$ cat src/rtl/gpio_key_in.sv
// Memory-mapped push-button input port for the 6502 core: synchronises and debounces
// each key, latches press/release events and raises a maskable level interrupt.
module gpio_key_in #(
    parameter int WIDTH           = 4,
    parameter int DEBOUNCE_CYCLES = 10000,
    parameter int ACTIVE_LOW      = 1
) (
    input  logic             clk,
    input  logic             reset_n,
    input  logic [WIDTH-1:0] keys,
    input  logic             cs,
    input  logic             we,
    input  logic [1:0]       addr,
    input  logic [7:0]       din,
    output logic [7:0]       dout,
    output logic             irq
);

    localparam int               CNT_W    = $clog2(DEBOUNCE_CYCLES);
    localparam logic [CNT_W-1:0] CNT_MAX  = CNT_W'(DEBOUNCE_CYCLES - 1);
    localparam logic [WIDTH-1:0] INACTIVE = (ACTIVE_LOW != 0) ? {WIDTH{1'b1}} : {WIDTH{1'b0}};

    localparam logic [1:0] ADDR_STATE   = 2'd0;
    localparam logic [1:0] ADDR_PRESS   = 2'd1;
    localparam logic [1:0] ADDR_RELEASE = 2'd2;
    localparam logic [1:0] ADDR_MASK    = 2'd3;

    logic [WIDTH-1:0] sync1;
    logic [WIDTH-1:0] sync2;
    logic [WIDTH-1:0] pressed;
    logic [WIDTH-1:0] state;
    logic [WIDTH-1:0] state_nxt;
    logic [CNT_W-1:0] cnt     [WIDTH];
    logic [CNT_W-1:0] cnt_nxt [WIDTH];
    logic [WIDTH-1:0] rise;
    logic [WIDTH-1:0] fall;
    logic [WIDTH-1:0] press_q;
    logic [WIDTH-1:0] release_q;
    logic [WIDTH-1:0] mask_q;
    logic [WIDTH-1:0] wr_data;
    logic [WIDTH-1:0] clr_press;
    logic [WIDTH-1:0] clr_release;
    logic             wr_en;
    logic             unused_din;

    // Raw pins are synchronised first; the idle level resets to "not pressed".
    always_ff @(posedge clk or negedge reset_n) begin
        if (!reset_n) begin
            sync1 <= INACTIVE;
            sync2 <= INACTIVE;
        end else begin
            sync1 <= keys;
            sync2 <= sync1;
        end
    end

    assign pressed = sync2 ^ INACTIVE;

    always_comb begin
        state_nxt = state;
        for (int i = 0; i < WIDTH; i++) begin
            cnt_nxt[i] = '0;
            if (pressed[i] != state[i]) begin
                if (cnt[i] == CNT_MAX) begin
                    state_nxt[i] = pressed[i];
                end else begin
                    cnt_nxt[i] = cnt[i] + CNT_W'(1);
                end
            end
        end
    end

    always_ff @(posedge clk or negedge reset_n) begin
        if (!reset_n) begin
            state <= '0;
            for (int i = 0; i < WIDTH; i++) begin
                cnt[i] <= '0;
            end
        end else begin
            state <= state_nxt;
            for (int i = 0; i < WIDTH; i++) begin
                cnt[i] <= cnt_nxt[i];
            end
        end
    end

    assign rise = state_nxt & ~state;
    assign fall = ~state_nxt & state;

    // Bus: single-cycle, no handshake. A write commits on the clk edge where cs=1 and
    // we=1; a read is a combinational view while cs=1 and we=0 and has no side effects.
    assign wr_en       = cs & we;
    assign wr_data     = din[WIDTH-1:0];
    assign clr_press   = (wr_en && addr == ADDR_PRESS)   ? wr_data : '0;
    assign clr_release = (wr_en && addr == ADDR_RELEASE) ? wr_data : '0;
    assign unused_din  = ^din;

    // Clearing is applied before setting so a same-cycle event survives its W1C.
    always_ff @(posedge clk or negedge reset_n) begin
        if (!reset_n) begin
            press_q   <= '0;
            release_q <= '0;
            mask_q    <= '0;
            irq       <= 1'b0;
        end else begin
            press_q   <= (press_q & ~clr_press) | rise;
            release_q <= (release_q & ~clr_release) | fall;
            if (wr_en && addr == ADDR_MASK) begin
                mask_q <= wr_data;
            end
            irq <= |((press_q | release_q) & mask_q);
        end
    end

    always_comb begin
        dout = '0;
        if (cs && !we) begin
            case (addr)
                ADDR_STATE:   dout[WIDTH-1:0] = state;
                ADDR_PRESS:   dout[WIDTH-1:0] = press_q;
                ADDR_RELEASE: dout[WIDTH-1:0] = release_q;
                ADDR_MASK:    dout[WIDTH-1:0] = mask_q;
                default:      dout = '0;
            endcase
        end
    end

endmodule

$ cat config.mk
export PLATFORM = sky130hd
export DESIGN_NAME = gpio_key_in
export DESIGN_NICKNAME = d
export VERILOG_FILES = /design/src/rtl/gpio_key_in.sv
export SDC_FILE = /design/constraint.sdc
export NUM_CORES = 1
export LEC_CHECK = 0
export BUFFER_PORTS_ARGS = -buffer_cell sky130_fd_sc_hd__buf_2
export CORE_AREA = 2 2 89 133
export CTS_CLUSTER_SIZE = 28
export DETAILED_ROUTE_END_ITERATION = 12
export DIE_AREA = 0 0 91 135
export HOLD_SLACK_MARGIN = 0.02
export PLACE_DENSITY = 0.59
export SLEW_MARGIN = 20
export SYNTH_ARGS = -nofsm -noshare
export SYNTH_HDL_FRONTEND = slang
export SYNTH_SLANG_ARGS = --single-unit
$ cat constraint.sdc
create_clock -name clk -period 4 [get_ports clk]
set_input_delay 0.4 -clock clk [delete_from_list [all_inputs] [get_ports clk]]
set_output_delay 0.4 -clock clk [all_outputs]
set_load 0.005 [all_outputs]
* After elaboration in Yosys (flattened, before gate mapping)
Cells that the tools add are included.
** Word-level totals
- Output and inout bits :: 9
- Input bits :: 18
- Word-level logic and storage cells :: 67
- Flip-flop bits (word level) :: 81
** Cells by class
- Add/sub/neg operators :: 4
- Bitwise operators :: 14
- Reductions and logical operators :: 7
- Equality and inequality tests :: 11
- Muxes and demuxes :: 20
** Operator list (number)
- two-way mux 14 bit :: 8
- adder 14 x 1 -> 14 bit (second input constant) :: 4
- equality test 14 bit (second input constant) :: 4
- bitwise AND 4 bit :: 5
- inverter 4 bit :: 5
- one-hot mux 4 bit (4 select lines) :: 1
- two-way mux 4 bit :: 3
- bitwise OR 4 bit :: 3
- two-way mux 1 bit :: 8
- equality test 2 bit (second input constant) :: 2
- logical AND 1 bit :: 4
- != test 1 bit :: 4
- OR reduction 4 bit :: 1
- equality test 2 x 1 -> 1 bit (second input constant) :: 1
- zero test 2 bit :: 1
- bitwise AND 1 bit :: 1
- zero test 1 bit :: 1

* Longest topological paths before layout
- Depth after elaboration :: 6
- Gate-level depth with buffers :: 6

* Least setup slack after synthesis
Ideal clock, no wire load.
- Path kind :: register to register
- Start point :: register cnt[46] (netlist bit)
- End point :: register cnt[48] (netlist bit)
- Setup slack :: 2.135 ns
- Period minus slack after synthesis :: 1.865 ns
- Required time :: 3.881 ns
- Library setup time :: 0.119 ns
- Cell stages (with the launch flop) :: 6
- Arrival time :: 1.747 ns
- Path through :: dfrtp_1 -> or4b_1 -> or4_4 -> nand2_4 -> buf_8 -> nor2_1
** RTL lines
- start: declaration :: line 33 : logic [CNT_W-1:0] cnt [WIDTH];
- start signal: indexed assignment :: line 82 : cnt[i] <= cnt_nxt[i];

==> out/results.tsv <==
stage	metric	value	unit
status	outcome	finished, final reports clean	
clock_network	Resize count post-CTS	0	
worst_setup_path	crit path DAT	2300	ps
synth	post-synthesis area per instance	10.6	um^2
worst_setup_path	CP required	4180	ps
sta	Slew @ Worst Pin	1010	ps
sta	max-slew violations	0	
synth	cell taking the most area after synthesis	dfrtp_1	
placement	Port Buf Inserts	18	
synth	mux contribution to synthesized area	3.80	%
die	Core ar.	11100	um^2
sta	fin crit period	2120	ps
worst_setup_path	Worst R2R Start	cnt[5]	
placement	HPWL Detailed	4.82	mm
global_routing	initial antenna violation count	0	
drt	met2 wire len	3.48	mm
clock_network	clock latency on the worst-skew pair	330	ps
sta	TNS Setup	0	ps
global_routing	first-pass GRT wire length	12.3	mm
synth	Synth Area in Simple Gates	23.7	%
drt	routed len/inst	13.0	um
sta	FMAX	0.471	GHz
clock_network	Post-CTS Setup Bufs	0	
synth	Synth Warn #	0	
global_routing	GR Util All Layers	12.7	%
clock_network	clock buffer depth	2	
hold_path	Hold Crit Class	primary input to asynchronous set/reset pin	
drt	DRC errors left	0	
synth	Yosys reg bits	81	
sta	headroom to the max-slew limit	32.7	%
die	Starting Density	34.5	%
worst_setup_path	cells on worst reg2reg path	4	
synth	Synth top area share	47.9	%
die	die area	12300	um^2
power	Peak VDD IR	232	uV
clock_network	CTS tree	built	
synth	Adder-Cell Fraction of Synth Area	2.29	%
global_routing	GRT overflow	0	
cells_and_area	# fillers	1145	
die	number of I/O pins	27	
cells_and_area	Syn-to-layout area delta	12.9	%
placement	GPL Wtd Cong	0.764	
clock_network	CTS HTree Levels	3	
drt	initial drt markers	87	
worst_setup_path	Critical Path Start Type	flip-flop	
drt	vias per std cell	4.75	
drt	TritonRoute pass-1 iters	4	
clock_network	CTS Sinks	81	
synth	main combinational cell family by area after synthesis	simple AND/OR/NAND/NOR gates	
synth	sequential share of the synthesized area	53.4	%
sta	Final Hold Viols	0	
cells_and_area	Layout Nets	406	
synth	Synth Area in Compound Gates	2.43	%
drt	met3 WL post-DR	211	um
sta	RSZ-0062 raised after global routing	false	
sta	Final setup viols	0	
synth	post-synthesis cell area	3820	um^2
worst_setup_path	worst r2r dst	cnt[2]	
cells_and_area	Antenna diodes	0	
drt	met1 wire length	3.10	mm
power	Leak	0.00182	uW
job	Max-Cap Viols	0	
clock_network	CTS Buf Count	9	
worst_setup_path	Worst Path Max Fanout	14	
drt	routed wire length	6.93	mm
die	Die X	91	um
clock_network	clock root cell	clkbuf_16	
synth	Post-Synthesis Cells	360	
sta	crit share post-route	53.0	%
drt	via count	2527	
synth	Netlist cell types	43	
die	row count	47	
synth	main area contributors after synthesis	dfrtp_1 (48%), xnor2_1 (6.7%), nor2_1 (6.1%), dfstp_2 (5.5%), xor2_1 (4.6%)	
global_routing	vias in the first global route	2679	
cells_and_area	post-route cell area	4310	um^2
sta	clock skew	4.41	ps
worst_setup_path	critical path capture point type	flip-flop	
synth	xor/xnor share of the synthesized area	11.2	%
global_routing	largest net degree at the start of global routing	82	
power	P per Cell Area	411	nW/um^2
clock_network	clock-pin transition on the worst setup and hold timing paths	60	ps
drt	remaining antenna violation count	0	
die	chip height	135	um
drt	uppermost routed layer	met4	
worst_setup_path	CP Class	flip-flop to flip-flop	
clock_network	# hold bufs at CTS	0	
placement	Placed Area	4020	um^2
worst_setup_path	R2R setup slack	1880	ps
cells_and_area	share of layout cells above drive strength 1	15.1	%
cell families after synthesis:
logic type | count (synthesis)
compound gates | 16
xor+xnor | 49
fa+ha+maj | 7
buf+inv | 20
flops | 81
mux | 9
other cells | 1
simple gates | 177
worst max-delay path by stage:
stage | slack (ps) | to | start | depth (start not counted)
after floorplan | 2130 | cnt[48] | cnt[46] | 5
after detailed placement | 1870 | cnt[12] | cnt[5] | 4
final | 1880 | cnt[2] | cnt[5] | 4
after CTS | 1860 | cnt[12] | cnt[5] | 4
after global placement | 1860 | cnt[2] | cnt[5] | 4
after global routing | 1720 | cnt[11] | cnt[0] | 5
metal layers:
| layer | track usage, % | vias up |
|---|---|---|
| met4 | 5.98 | 0 |
| met2 | 21.0 | 24 |
| met5 | 0 | - |
| li1 | - | 1256 |
| met3 | 3.63 | 11 |
| met1 | 15.2 | 1236 |
critical path, cell delays in order, from the launching register on:
cell	delay (ps)
dfrtp_1	430
or4b_1	570
nor4_4	340
o21bai_1	510
nor2_1	120
through the flow:
stage	std cells	util (%)	hold slack, ps	setup WS, ps	total power [uW]
2_1_floorplan	363	-	104	2130	964
3_3_place_gp	517	36.4	346	1860	1010
3_5_place_dp	517	36.4	347	1870	1010
4_1_cts	532	38.9	146	1860	1800
5_1_grt	532	39.0	144	1720	1850
6_report	532	39.0	94.7	1880	1770
state kept, by name (all words and copies together), names as in the netlist:
signal     cells
cnt           56
irq            1
mask_q         4
press_q        4
release_q      4
state          4
sync1          4
sync2          4
cells in the final DEF (no fill, tap or decap), types with 3 or more instances in the layout:
cell type and n:
or4b_1 3, xor2_1 20, and3_1 5, nor3_1 10
buf_2 17, nor4_1 3, mux2_2 4, o21ai_0 12
clkbuf_16 9, and4_1 5, nand2_1 34, mux4_2 4
inv_1 9, clkbuf_8 3, nand3_1 17, nor2_1 62
nor2b_1 4, xnor2_1 29, ha_1 7, dfrtp_1 73
dfstp_2 8, nand4_1 15, conb_1 4
cell type report:
cell class | instances | area [um^2] | share of cell area (%)
well taps | 147 | 184 | 4.27
clock inverters | 2 | 12.5 | 0.290
clock buffers | 13 | 270 | 6.27
multi-input cells | 262 | 1680 | 38.9
inverters | 9 | 33.8 | 0.784
flip-flops and latches | 81 | 2040 | 47.3
repair buffers | 18 | 96.3 | 2.24
where the power goes:
group / total (uW) / internal (uW) / switching [uW]
clock network: 775 / 467 / 308
logic: 104 / 46.2 / 58.1
registers: 891 / 861 / 29.8
total: 1770 / 1370 / 396
cell usage after synthesis (all sizes together):
master  count
a22o        2
and2        1
and3        6
and4        5
and4b       2
buf         8
clkbuf      3
conb        1
dfrtp      73
dfstp       8
ha          7
inv         9
mux2        4
mux2i       1
mux4        4
nand2      36
nand2b      1
nand3      17
nand4      15
nor2       62
nor2b       4
nor3       10
nor3b       1
nor4        4
nor4b       2
o21ai      12
o21bai      1
o31ai       1
or2         2
or3         3
or3b        1
or4         2
or4b        3
xnor2      29
xor2       20
Note: power is estimated with default switching activity, not from simulation.
